===== config.mk =====
export PLATFORM = sky130hd
export DESIGN_NAME = mc_control_fsm
export DESIGN_NICKNAME = d
export VERILOG_FILES = /design/src/rtl/mc_ctrl_pkg.sv /design/src/rtl/alu_decoder.sv /design/src/rtl/mc_control_fsm.sv
export SDC_FILE = /design/constraint.sdc
export NUM_CORES = 1
export LEC_CHECK = 0
export CORE_AREA = 2 2 44 46
export DETAILED_ROUTE_END_ITERATION = 7
export DIE_AREA = 0 0 46 48
export GPL_ROUTABILITY_DRIVEN = 1
export PLACE_DENSITY = 0.76
export SYNTH_ARGS = -nofsm -noshare
export SYNTH_HDL_FRONTEND = slang
export SYNTH_SLANG_ARGS = --single-unit

===== constraint.sdc =====
create_clock -name clk -period 4.15 [get_ports clk]
set_input_delay 0.83 -clock clk [delete_from_list [all_inputs] [get_ports clk]]
set_output_delay 0.83 -clock clk [all_outputs]
set_load 0.02 [all_outputs]

===== src/rtl/mc_ctrl_pkg.sv =====
// Shared constants for the multicycle MIPS-subset controller: state codes,
// opcodes, funct codes, ALU control codes and the ALU-op selector.
package mc_ctrl_pkg;

  localparam int OP_W     = 6;
  localparam int FUNCT_W  = 6;
  localparam int ALUCTL_W = 3;

  typedef logic [3:0] state_t;

  localparam state_t S_FETCH   = 4'd0;
  localparam state_t S_DECODE  = 4'd1;
  localparam state_t S_MEMADR  = 4'd2;
  localparam state_t S_MEMRD   = 4'd3;
  localparam state_t S_MEMWB   = 4'd4;
  localparam state_t S_MEMWR   = 4'd5;
  localparam state_t S_EXECUTE = 4'd6;
  localparam state_t S_ALUWB   = 4'd7;
  localparam state_t S_BRANCH  = 4'd8;
  localparam state_t S_ADDIEX  = 4'd9;
  localparam state_t S_ADDIWB  = 4'd10;
  localparam state_t S_JUMP    = 4'd11;

  localparam logic [OP_W-1:0] OP_RTYPE = 6'b000000;
  localparam logic [OP_W-1:0] OP_LW    = 6'b100011;
  localparam logic [OP_W-1:0] OP_SW    = 6'b101011;
  localparam logic [OP_W-1:0] OP_BEQ   = 6'b000100;
  localparam logic [OP_W-1:0] OP_ADDI  = 6'b001000;
  localparam logic [OP_W-1:0] OP_J     = 6'b000010;

  localparam logic [FUNCT_W-1:0] FN_ADD = 6'b100000;
  localparam logic [FUNCT_W-1:0] FN_SUB = 6'b100010;
  localparam logic [FUNCT_W-1:0] FN_AND = 6'b100100;
  localparam logic [FUNCT_W-1:0] FN_OR  = 6'b100101;
  localparam logic [FUNCT_W-1:0] FN_SLT = 6'b101010;

  localparam logic [ALUCTL_W-1:0] ALU_ADD = 3'b000;
  localparam logic [ALUCTL_W-1:0] ALU_SUB = 3'b001;
  localparam logic [ALUCTL_W-1:0] ALU_AND = 3'b010;
  localparam logic [ALUCTL_W-1:0] ALU_OR  = 3'b011;
  localparam logic [ALUCTL_W-1:0] ALU_SLT = 3'b101;

  typedef enum logic [1:0] {
    ALUOP_ADD   = 2'b00,
    ALUOP_SUB   = 2'b01,
    ALUOP_FUNCT = 2'b10
  } aluop_t;

endpackage


===== src/rtl/alu_decoder.sv =====
// Combinational ALU decoder: maps the controller's ALU-op and the funct field
// to the 3-bit ALU control code, flagging funct values outside the subset.
module alu_decoder
  import mc_ctrl_pkg::*;
(
  input  logic [1:0]          aluop,
  input  logic [FUNCT_W-1:0]  funct,
  output logic [ALUCTL_W-1:0] alu_control,
  output logic                funct_illegal
);

  // ALU code select; funct is only consulted for R-type execution
  always_comb begin
    alu_control   = ALU_ADD;
    funct_illegal = 1'b0;
    case (aluop)
      ALUOP_ADD: alu_control = ALU_ADD;
      ALUOP_SUB: alu_control = ALU_SUB;
      ALUOP_FUNCT: begin
        case (funct)
          FN_ADD:  alu_control = ALU_ADD;
          FN_SUB:  alu_control = ALU_SUB;
          FN_AND:  alu_control = ALU_AND;
          FN_OR:   alu_control = ALU_OR;
          FN_SLT:  alu_control = ALU_SLT;
          default: begin
            alu_control   = ALU_ADD;
            funct_illegal = 1'b1;
          end
        endcase
      end
      default: alu_control = ALU_ADD;
    endcase
  end

endmodule


===== src/rtl/mc_control_fsm.sv =====
// Multicycle MIPS-subset Moore controller. Optional macro MC_CTRL_JUMP_EN
// builds the JUMP state; without it opcode j decodes as illegal.
module mc_control_fsm
  import mc_ctrl_pkg::*;
(
  input  logic                clk,
  input  logic                rst_n,
  input  logic [OP_W-1:0]     opcode,
  input  logic [FUNCT_W-1:0]  funct,
  input  logic                zero,
  output logic                pc_en,
  output logic                iord,
  output logic                mem_write,
  output logic                ir_write,
  output logic                reg_write,
  output logic                reg_dst,
  output logic                mem_to_reg,
  output logic                alu_src_a,
  output logic [1:0]          alu_src_b,
  output logic [1:0]          pc_src,
  output logic [ALUCTL_W-1:0] alu_control,
  output logic                illegal_op
);

  state_t state_r;
  state_t next_state_s;
  aluop_t aluop_s;
  logic   pc_write_s, branch_s, mem_write_s, ir_write_s, reg_write_s;
  logic   op_illegal_s, funct_illegal_s;

  alu_decoder u_alu_decoder (
    .aluop         (aluop_s),
    .funct         (funct),
    .alu_control   (alu_control),
    .funct_illegal (funct_illegal_s)
  );

  // State register; async reset lands in FETCH
  always_ff @(posedge clk or negedge rst_n) begin
    if (!rst_n) state_r <= S_FETCH;
    else        state_r <= next_state_s;
  end

  // Next-state and per-state Moore output decode
  always_comb begin
    next_state_s = S_FETCH;
    aluop_s      = ALUOP_ADD;
    pc_write_s   = 1'b0;
    branch_s     = 1'b0;
    mem_write_s  = 1'b0;
    ir_write_s   = 1'b0;
    reg_write_s  = 1'b0;
    op_illegal_s = 1'b0;
    iord         = 1'b0;
    reg_dst      = 1'b0;
    mem_to_reg   = 1'b0;
    alu_src_a    = 1'b0;
    alu_src_b    = 2'b00;
    pc_src       = 2'b00;
    case (state_r)
      S_FETCH: begin
        ir_write_s   = 1'b1;
        pc_write_s   = 1'b1;
        alu_src_b    = 2'b01;
        next_state_s = S_DECODE;
      end
      S_DECODE: begin
        alu_src_b = 2'b11;
        case (opcode)
          OP_LW, OP_SW: next_state_s = S_MEMADR;
          OP_RTYPE:     next_state_s = S_EXECUTE;
          OP_BEQ:       next_state_s = S_BRANCH;
          OP_ADDI:      next_state_s = S_ADDIEX;
`ifdef MC_CTRL_JUMP_EN
          OP_J:         next_state_s = S_JUMP;
`endif
          default: begin
            op_illegal_s = 1'b1;
            next_state_s = S_FETCH;
          end
        endcase
      end
      S_MEMADR: begin
        alu_src_a    = 1'b1;
        alu_src_b    = 2'b10;
        next_state_s = (opcode == OP_SW) ? S_MEMWR : S_MEMRD;
      end
      S_MEMRD: begin
        iord         = 1'b1;
        next_state_s = S_MEMWB;
      end
      S_MEMWB: begin
        reg_write_s = 1'b1;
        mem_to_reg  = 1'b1;
      end
      S_MEMWR: begin
        iord        = 1'b1;
        mem_write_s = 1'b1;
      end
      S_EXECUTE: begin
        alu_src_a    = 1'b1;
        aluop_s      = ALUOP_FUNCT;
        next_state_s = funct_illegal_s ? S_FETCH : S_ALUWB;
      end
      S_ALUWB: begin
        reg_write_s = 1'b1;
        reg_dst     = 1'b1;
      end
      S_BRANCH: begin
        alu_src_a = 1'b1;
        aluop_s   = ALUOP_SUB;
        pc_src    = 2'b01;
        branch_s  = 1'b1;
      end
      S_ADDIEX: begin
        alu_src_a    = 1'b1;
        alu_src_b    = 2'b10;
        next_state_s = S_ADDIWB;
      end
      S_ADDIWB: reg_write_s = 1'b1;
`ifdef MC_CTRL_JUMP_EN
      S_JUMP: begin
        pc_src     = 2'b10;
        pc_write_s = 1'b1;
      end
`endif
      default: next_state_s = S_FETCH;
    endcase
  end

  // Side-effecting strobes are held off for the whole reset assertion
  assign pc_en      = rst_n & (pc_write_s | (branch_s & zero));
  assign ir_write   = rst_n & ir_write_s;
  assign mem_write  = rst_n & mem_write_s;
  assign reg_write  = rst_n & reg_write_s;
  assign illegal_op = rst_n & (op_illegal_s |
                               ((state_r == S_EXECUTE) & funct_illegal_s));

endmodule


; Word level (Yosys, flattened, before mapping)
; Index checks and enable logic that the tools add are counted.
[op_classes]
n_eq_ne = 21
n_mux = 21
bitwise = 9
reduce_logical = 9
[op_table]
columns = cell, n
row1 = == test 6 bit (second input constant), 7
row2 = one-hot mux 4 bit (6 select lines), 1
row3 = == test 4 x 3 -> 1 bit (second input constant), 4
row4 = one-hot mux 4 bit (4 select lines), 1
row5 = two-way mux 1 bit, 13
row6 = == test 4 bit (second input constant), 3
row7 = one-hot mux 3 bit (4 select lines), 1
row8 = OR reduction 5 bit, 2
row9 = == test 4 x 2 -> 1 bit (second input constant), 2
row10 = AND 1 bit, 7
row11 = == test 6 x 3 -> 1 bit (second input constant), 1
row12 = == test 6 x 4 -> 1 bit (second input constant), 1
row13 = zero test 6 bit, 1
row14 = two-way mux 3 bit, 2
row15 = one-hot mux 2 bit (3 select lines), 1
row16 = one-hot mux 3 bit (2 select lines), 1
row17 = OR reduction 2 bit, 3
row18 = == test 4 x 1 -> 1 bit (second input constant), 1
row19 = zero test 4 bit, 1
row20 = one-hot mux 2 bit (2 select lines), 1
row21 = OR reduction 4 bit, 1
row22 = OR reduction 3 bit, 1
row23 = == test 2 x 1 -> 1 bit (second input constant), 1
row24 = == test 2 bit (second input constant), 1
row25 = OR 1 bit, 2
[word_totals]
ff_bits = 4
input_bits = 15
out_inout_bits = 16
word_cells = 61

; Depth between registers and ports, before layout
; Gate-level depths: netlist of the first run.
[depth]
depth_word = 7
depth_mapped = 8
ltp_nobuf = 7

; Hierarchy
; From an unflattened synthesis of the first run, not the netlist that was laid out.
[unflattened]
cells_unflattened = 81
area_unflattened_um2 = 586.8
[by_module_without_submodules]
columns = module, instances, cells_each, area_each_um2, seq_area_each_um2
row1 = mc_control_fsm, 1, 63, 461.7, 100.1
row2 = alu_decoder, 1, 18, 125.1, 0.0

; Least setup slack after synthesis of the first run
; Ideal clock, no wire load.
[synth_timing]
path_type = in2out
from = input funct[5]
to = output illegal_op
t_arrival_ns = 1.572
required_ns = 3.320
slack_ns = 1.748
cell_stages = 4
path_buffers = 0
path_cell_list = nor2b_1 -> a31oi_1 -> and3_1 -> a41o_1
[synth_between]
elab_chain_cells = 7
elab_cells_between_ends = 11
classes_between = 5 x eq/ne / 2 x mux / 3 x bitwise / 1 x reduce/logical
[synth_rtl]
columns = item, line
row1 = "start, declared", mc_control_fsm.sv:9  ; input logic [FUNCT_W-1:0] funct,
row2 = == test 6 bit, alu_decoder.sv:20  ; case (funct)
row3 = OR reduction 5 bit (no line) (*), -
row4 = two-way mux 1 bit (*), alu_decoder.sv:20
row5 = two-way mux 1 bit (*), alu_decoder.sv:16  ; case (aluop)
row6 = AND 1 bit (*), mc_control_fsm.sv:137  ; ((state_r == S_EXECUTE) & funct_illegal_s));
row7 = OR 1 bit (*), mc_control_fsm.sv:136  ; assign illegal_op = rst_n & (op_illegal_s |
row8 = AND 1 bit (*), mc_control_fsm.sv:136
row9 = "end, declared", mc_control_fsm.sv:22  ; output logic illegal_op
; Mark *: on every way between the ends. The rest lies on a longest branch, timed or not.

; Final worst setup path of the first run
[layout_timing]
from = input funct[2]
to = output illegal_op
; The elaborated chain is that of the path after synthesis.

==> results of run 1 <==
## how the worst min path moves through the flow
stage / startpoint / end
final: state_r[3]$_DFF_PN0_ / state_r[0]$_DFF_PN0_
after global routing: state_r[3]$_DFF_PN0_ / state_r[0]$_DFF_PN0_
after CTS: state_r[3]$_DFF_PN0_ / state_r[0]$_DFF_PN0_
after detailed placement: state_r[3]$_DFF_PN0_ / state_r[0]$_DFF_PN0_
after global placement: state_r[3]$_DFF_PN0_ / state_r[0]$_DFF_PN0_
after floorplan: rst_n / state_r[0]$_DFF_PN0_
## metrics by stage
stage	hold slack [ps]	std cells	power, W	area, um^2
after floorplan	534	76	0.000211	567
after global placement	669	116	0.000284	828
after CTS	691	119	0.000338	851
after global routing	747	119	0.000359	851
final	718	119	0.000336	851
after detailed placement	681	116	0.000287	828
## synthesized netlist by cell type, drive strengths merged
master / instances
xnor2: 2
a31o: 2
nor3b: 1
o31ai: 1
a31oi: 3
and3: 4
ha: 2
nor4: 1
o21a: 1
o21ai: 2
a41oi: 2
a21oi: 3
buf: 6
or3b: 1
conb: 1
nor2: 10
nand2b: 3
inv: 5
dfrtp: 4
o211ai: 1
a41o: 1
a21bo: 1
nor3: 8
nor2b: 3
mux2i: 2
and4: 1
nand4: 1
or3: 1
nand2: 2
a32oi: 1
## metal layers
layer	vias to the layer above	wire (um)
met2	35	701
li1	327	-
met5	-	0
met3	0	97
met4	0	0
met1	297	716
## final cells by class
type,instances,area share [%]
Multi-Input combinational cell,61,46.8
Timing Repair Buffer,29,34.1
Sequential cell,4,11.8
Clock buffer,3,2.65
Tap cell,17,2.50
Inverter,5,2.21
## power groups by stage
stage	clock network (W)	registers [W]	logic (W)
after CTS	0.0000498	0.0000768	0.000212
after floorplan	0	0.0000533	0.000157
final	0.0000476	0.0000769	0.000211
after detailed placement	0	0.0000770	0.000210
after global placement	0	0.0000753	0.000208
after global routing	0.0000509	0.0000796	0.000229
## layout by cell type (no fill, tap or decap), types with 2 or more instances in the layout
cell type        instances
a21oi_1                  3
a31o_1                   2
a31oi_1                  3
a41oi_1                  2
and3_1                   4
clkbuf_4                 3
clkdlybuf4s50_1         29
dfrtp_1                  4
ha_1                     2
inv_1                    3
inv_2                    2
mux2i_1                  2
nand2_1                  2
nand2b_1                 3
nor2_1                  10
nor2b_1                  3
nor3_1                   7
xnor2_1                  2
## cells by family (layout without fill, tap and decap cells)
family          Yosys count  count (layout)  share of synthesized area, %
simple gates             36              36                          34.7
compound gates           18              18                          23.8
buf+inv                  11              37                          12.1
flops                     4               4                          17.7
fa+ha+maj                 2               2                          4.41
xor+xnor                  2               2                          3.09
mux                       2               2                          3.53
other cells               1               1                         0.662
==> out/metrics.yaml, run 1 <==
use_met1_pct: 21.3
top_usage_layer: "met2"
hold_path_class: "flop to flop"
crit_family: "buffers and inverters"
worstSetupPathType: "primary input to primary output"
syn_area_um2: 567
yosysTopAreaCell: "dfrtp_1"
ant_nets: 0
start_kind: "primary input"
grt_max_degree: 14
power.density_mw_per_mm2: 395
grt_pass1_vias: 574
rr_endpoint: "state_r[0]$_DFF_PN0_"
ctsHoldBuffers: 0
ys_ff_latch: 4
insertion_delay_ps: 230
tns_ps: 0
netlist_instances: 76
crit_top_cell: "clkdlybuf4s50_1"
crit_cells: 6
antenna_cells: 0
cts_tree: "done"
synth_nets: 93
fin_ws_ps: 713
die_area_mm2: 0.00221
largest_reg_flops: 4
final_nets: 121
clkSinkCount: 4
grt_util_all_layers_pct: 14.7
core-area_mm2: 0.00169
report.final.hold_viol_count: 0
io_pins: 31
clk_path_buf_depth: 2
grt_use_met2_pct: 21.7
final-max-slew-violation-count: 0
numCtsBuffers: 3
grt_pass1_wl_mm: 2.37
utilization_pct: 50.4
swShare_pct: 45.2
post-route-period-util_pct: 82.8
rsz0062_at_grt: "no"
skew_ps: 3.91
dp_hpwl_mm: 1.19
ff2ff_setup_slack_ps: 2260
regMostFlops: "state_r"
worstPathArrival_ps: 2610
comb_power_share_pct: 62.9
h-tree-depth: 1
intPower_w: 0.000184
synthToLayoutAreaGrowth_pct: 50.1
yosys.area.top_type_share_pct: 17.7
postCtsSetupBuffers: 0
crit_start: "funct[2]"
pwr-share-seq_pct: 22.9
io_buffer_count: 29
drc_errors: 0
cp_slowest_stage_delay_ps: 540
cp-end-kind: "primary output"
regArea_um2: 100
met3_usage_pct: 1.51
cts-root-buf: "clkbuf_4"
placementRows: 15
clkPwrFrac_pct: 14.2
max_cap_violations: 0
cp-endpoint: "illegal_op"
num_vias: 659
antenna_found_initial: 0
synth-seq-area-share_pct: 17.7
dr.first_iter.drc_count: 15
fillers: 175
initial_core_util_pct: 33.6
fmax_ghz: 0.291
firstDrtPassIters: 5
grt_overflow_total: 0
place_ws_ps: 714
reg_top3: "state_r (4)"
synthTopCellsByArea: "dfrtp_1 (18%), nor2_1 (6.6%), nor3_1 (6.2%)"
wire_per_inst_um: 12.7
power.leakage_nw: 0.345
period_needed_ps: 3440
dieHeight_um: 48
ctsResizeCount: 0
clk_pin_slew_ps: 40
die-width_um: 46
cp_cell_sequence: "clkdlybuf4s50_1 > mux2i_1 > a31oi_1 > and3_1 > a41o_1 > clkdlybuf4s50_1"
hold_depth: 1
viasPerCell: 5.54
gp_congestion: 0.793
multiInputGateArea_um2: 398
layout-drive-gt1-share_pct: 7.84
rr_startpoint: "state_r[2]$_DFF_PN0_"
path_buf_inv: 2
finalWirelength_mm: 1.52
crit_fanout: 4
yosysUniqueCellTypes: 35
setup_viol: 0
required_ps: 3320
outcome: "completed"
cp_slowest_cell: "clkdlybuf4s50_1"
ys.warnings.count: 0
synth.avg_cell_area_um2: 7.46
r2r_cells: 7
p_switching_w: 0.000152
irDropWorstVdd_mv: 0.221
Note: power is estimated with default switching activity, not from simulation.
==> run 2, diff against run 1 <==
- clock period: 4.15 -> 3.2 ns (I/O delays scaled with it)
==> out/metrics.yaml, run 2 (synthesis results as in run 1) <==
crit_start: "funct[1]"
synthToLayoutAreaGrowth_pct: 56.1
clk_pin_slew_ps: 40
power_w: 0.000440
layout-drive-gt1-share_pct: 12.3
cp_cell_sequence: "clkdlybuf4s50_1 > nor3b_1 > a31o_1 > a31oi_1 > nor2_1 > clkdlybuf4s50_1"
h-tree-depth: 1
final-max-slew-violation-count: 0
grt_overflow_total: 0
crit_top_cell: "clkdlybuf4s50_1"
crit_cells: 6
fillers: 171
finalWirelength_mm: 1.55
cp-endpoint: "alu_control[0]"
post-route-period-util_pct: 94.6
die-width_um: 46
core-area_mm2: 0.00169
ff2ff_setup_slack_ps: 1450
worstSetupPathType: "primary input to primary output"
dp_hpwl_mm: 1.26
fin_cells: 123
cp-end-kind: "primary output"
r2r_cells: 7
largest_reg_flops: 4
rr_endpoint: "state_r[1]$_DFF_PN0_"
initial_core_util_pct: 33.6
dr.first_iter.drc_count: 21
placementRows: 15
rr_startpoint: "state_r[3]$_DFF_PN0_"
multiInputGateArea_um2: 398
antenna_cells: 0
path_buf_inv: 2
crit_family: "buffers and inverters"
final_nets: 125
setup_viol: 0
period_needed_ps: 3030
max_cap_violations: 0
ant_nets: 0
io_buffer_count: 29
numCtsBuffers: 3
regArea_um2: 101
drc_errors: 0
gp_congestion: 0.781
io_pins: 31
grt_util_all_layers_pct: 14.9
insertion_delay_ps: 230
report.final.hold_viol_count: 0
fin_ws_ps: 172
viasPerCell: 5.39
wire_per_inst_um: 12.6
grt_max_degree: 14
worstPathArrival_ps: 2390
skew_ps: 1.68
rsz0062_at_grt: "no"
irDropWorstVdd_mv: 0.228
cp_slowest_stage_delay_ps: 610
antenna_found_initial: 0
cts_tree: "done"
cp_slowest_cell: "clkdlybuf4s50_1"
final_cell_mix: "clkdlybuf4s50_1 (28), nor2_1 (10), nor3_1 (7)"
grt_pass1_wl_mm: 2.39
numPlacedInstances: 120
required_ps: 2560
power.density_mw_per_mm2: 497
clkSinkCount: 4
cts-root-buf: "clkbuf_4"
num_vias: 663
place_ws_ps: 149
crit_fanout: 4
fmax_ghz: 0.330
start_kind: "primary input"
utilization_pct: 52.4
outcome: "completed"
reg_top3: "state_r (4)"
mostFrequentLayoutCell: "clkdlybuf4s50_1"
dieHeight_um: 48
firstDrtPassIters: 4
regMostFlops: "state_r"
power.leakage_nw: 0.379
grt_pass1_vias: 588
tns_ps: 0
clk_path_buf_depth: 2
die_area_mm2: 0.00221
hold_path_class: "flop to flop"
==> run 2: what timing repair did <==
| action | in CTS | in global routing |
|---|---|---|
| gates resized for setup | 0 | 2 |
| hold endpoints to repair | 0 | 0 |
| endpoints found under the setup margin | 0 | 1 |
| buffers inserted | 0 | 0 |
| hold buffers | 0 | 0 |
==> run 2: metrics by stage <==
stage | hold slack [ps] | instance area [um^2]
finish | 636 | 885
global route | 662 | 885
CTS | 661 | 881
detailed placement | 654 | 858
global placement | 657 | 858
floorplan | 344 | 567
==> run 2: how the worst min path moves through the flow <==
stage	end	from	slack [ps]	cells after the start
finish	state_r[3]$_DFF_PN0_	state_r[2]$_DFF_PN0_	640	1
global route	state_r[3]$_DFF_PN0_	state_r[2]$_DFF_PN0_	660	1
CTS	state_r[3]$_DFF_PN0_	state_r[1]$_DFF_PN0_	660	3
detailed placement	state_r[3]$_DFF_PN0_	state_r[1]$_DFF_PN0_	650	3
global placement	state_r[3]$_DFF_PN0_	state_r[1]$_DFF_PN0_	660	3
floorplan	state_r[0]$_DFF_PN0_	rst_n	340	0
==> run 2: worst register-to-register path, delay by kind of cell (launching register included) <==
kind	cells	cell delay (ps)
AO/OA/AOI/OAI	2	260
adder cells (fa/ha/maj)	1	250
buffers and inverters	1	50
flip-flops	1	470
AND/OR/NAND/NOR	3	590
==> run 2: layout make-up <==
type	count	area share, %
Sequential cell	4	11.5
Clock buffer	3	2.55
Timing Repair Buffer	33	36.5
Inverter	5	2.12
Tap cell	17	2.40
Multi-Input combinational cell	61	45.0
==> run 2: per-layer routing <==
metal	vias to the layer above	part of all wire (%)	global-route usage [%]	routed length, um
met5	-	0	0	0
met4	0	0	8.57	0
met3	0	4.8	0	75
met2	29	48	23.3	750
met1	296	47	20.9	723
li1	338	-	-	-
==> run 2: power breakdown <==
group           total, W  internal [W]  switching (W)
Clock          0.0000605     0.0000418      0.0000187
Sequential     0.0000935     0.0000639      0.0000296
Combinational   0.000286      0.000138       0.000147
Total           0.000440      0.000244       0.000196
==> run 3, diff against run 2 <==
- RECOVER_POWER: not set -> 50
==> out/metrics.yaml, run 3 (synthesis results as in run 1) <==
outcome: "completed"
power_w: 0.000431
ctsHoldBuffers: 0
num_vias: 663
mostFrequentLayoutCell: "clkdlybuf4s50_1"
dp_hpwl_mm: 1.26
power.density_mw_per_mm2: 495
die-width_um: 46
cp_slowest_stage_delay_ps: 610
reg_top3: "state_r (4)"
max_cap_violations: 0
hold_path_class: "flop to flop"
grt_overflow_total: 0
gp_congestion: 0.781
antenna_cells: 0
ctsResizeCount: 0
final_cell_mix: "clkdlybuf4s50_1 (23), nor2_1 (10), nor3_1 (8)"
power.leakage_nw: 0.372
insertion_delay_ps: 230
firstDrtPassIters: 4
crit_fanout: 4
ant_nets: 0
regMostFlops: "state_r"
place_area_um2: 858
die_area_mm2: 0.00221
final_nets: 125
io_buffer_count: 29
rsz0062_at_grt: "no"
largest_reg_flops: 4
h-tree-depth: 1
setup_viol: 0
cp_cell_sequence: "clkdlybuf4s50_1 > nor3b_1 > a31o_1 > a31oi_1 > nor2_1 > clkdlybuf4s50_1"
crit_family: "buffers and inverters"
drc_errors: 0
core-area_mm2: 0.00169
cts_tree: "done"
grt_max_degree: 14
stdcell_area_um2: 871
initial_core_util_pct: 33.6
utilization_pct: 51.6
tns_ps: 0
skew_ps: 2.12
wire_per_inst_um: 12.6
start_kind: "primary input"
antenna_found_initial: 0
clk_pin_slew_ps: 40
clk_path_buf_depth: 2
cp-end-kind: "primary output"
finalWirelength_mm: 1.56
report.final.hold_viol_count: 0
viasPerCell: 5.39
worstSetupPathType: "primary input to primary output"
post-route-period-util_pct: 94.7
required_ps: 2560
grt_pass1_vias: 588
dr.first_iter.drc_count: 19
grt_pass1_wl_mm: 2.39
period_needed_ps: 3030
worstPathArrival_ps: 2390
placementRows: 15
final-max-slew-violation-count: 0
cts-root-buf: "clkbuf_4"
path_buf_inv: 2
irDropWorstVdd_mv: 0.218
cp_slowest_cell: "clkdlybuf4s50_1"
dieHeight_um: 48
numCtsBuffers: 3
io_pins: 31
synthToLayoutAreaGrowth_pct: 53.6
clkSinkCount: 4
grt_util_all_layers_pct: 14.9
postCtsSetupBuffers: 0
crit_top_cell: "clkdlybuf4s50_1"
layout-drive-gt1-share_pct: 9.43
fmax_ghz: 0.330
-- run 3: cell count changes in the layout (fill, tap and decap cells not counted) --
cell             delta
buf_4               -1
clkbuf_1            +1
clkdlybuf4s50_1     -5
dlygate4sd3_1       +5
nor3_1              +1
nor3_2              -1
o211ai_1            +1
o211ai_2            -1
-- run 3: cell type report --
type / count / area [um^2]
flip-flops and latches: 4 / 101
multi-input cells: 61 / 388
repair buffers: 33 / 319
fillers: 173 / 818
clock buffers: 3 / 22.5
inverters: 5 / 18.8
well taps: 17 / 21.3
-- run 3: metal layers --
| metal | global-route usage, % | wire length, um | vias to the layer above |
|---|---|---|---|
| met5 | 0 | 0 | - |
| met4 | 8.57 | 0 | 0 |
| met3 | 0 | 115 | 0 |
| met2 | 23.3 | 748 | 34 |
| met1 | 20.9 | 691 | 291 |
| li1 | - | - | 338 |
-- run 3: through the flow --
step | worst slack (ps) | hold WS (ps) | std cells
final | 171 | 629 | 123
after global routing | 43.5 | 651 | 123
after CTS | 72.6 | 661 | 123
after detailed placement | 149 | 654 | 120
after global placement | 157 | 657 | 120
after floorplan | 1060 | 344 | 76
-- run 3: worst reg2reg max path: cells and delay by family, from the launching register on --
family | cells | cell delay, ps
buffers and inverters | 1 | 50
flip-flops | 1 | 480
AO/OA/AOI/OAI | 2 | 270
AND/OR/NAND/NOR | 3 | 630
adder cells (fa/ha/maj) | 1 | 280
-- run 3: report_power, final --
| group | switching (W) | internal (W) | leakage, nW | total [W] |
|---|---|---|---|---|
| combinational | 0.000145 | 0.000133 | 0.307 | 0.000278 |
| clock | 0.0000188 | 0.0000418 | 0.0138 | 0.0000606 |
| sequential | 0.0000284 | 0.0000639 | 0.0515 | 0.0000924 |
-- run 3: final timing paths --
| kind | start | to | slack [ps] | depth (start not counted) |
|---|---|---|---|---|
| setup / recovery | funct[1] | alu_control[0] | 170 | 6 |
| hold / removal | state_r[2]$_DFF_PN0_ | state_r[3]$_DFF_PN0_ | 630 | 1 |
| setup reg to reg | state_r[3]$_DFF_PN0_ | state_r[1]$_DFF_PN0_ | 1350 | 7 |
| hold reg to reg | state_r[2]$_DFF_PN0_ | state_r[3]$_DFF_PN0_ | 630 | 1 |
| max in group asynchronous | rst_n | state_r[2]$_DFF_PN0_ | 2050 | 2 |
| min in group asynchronous | rst_n | state_r[1]$_DFF_PN0_ | 960 | 2 |
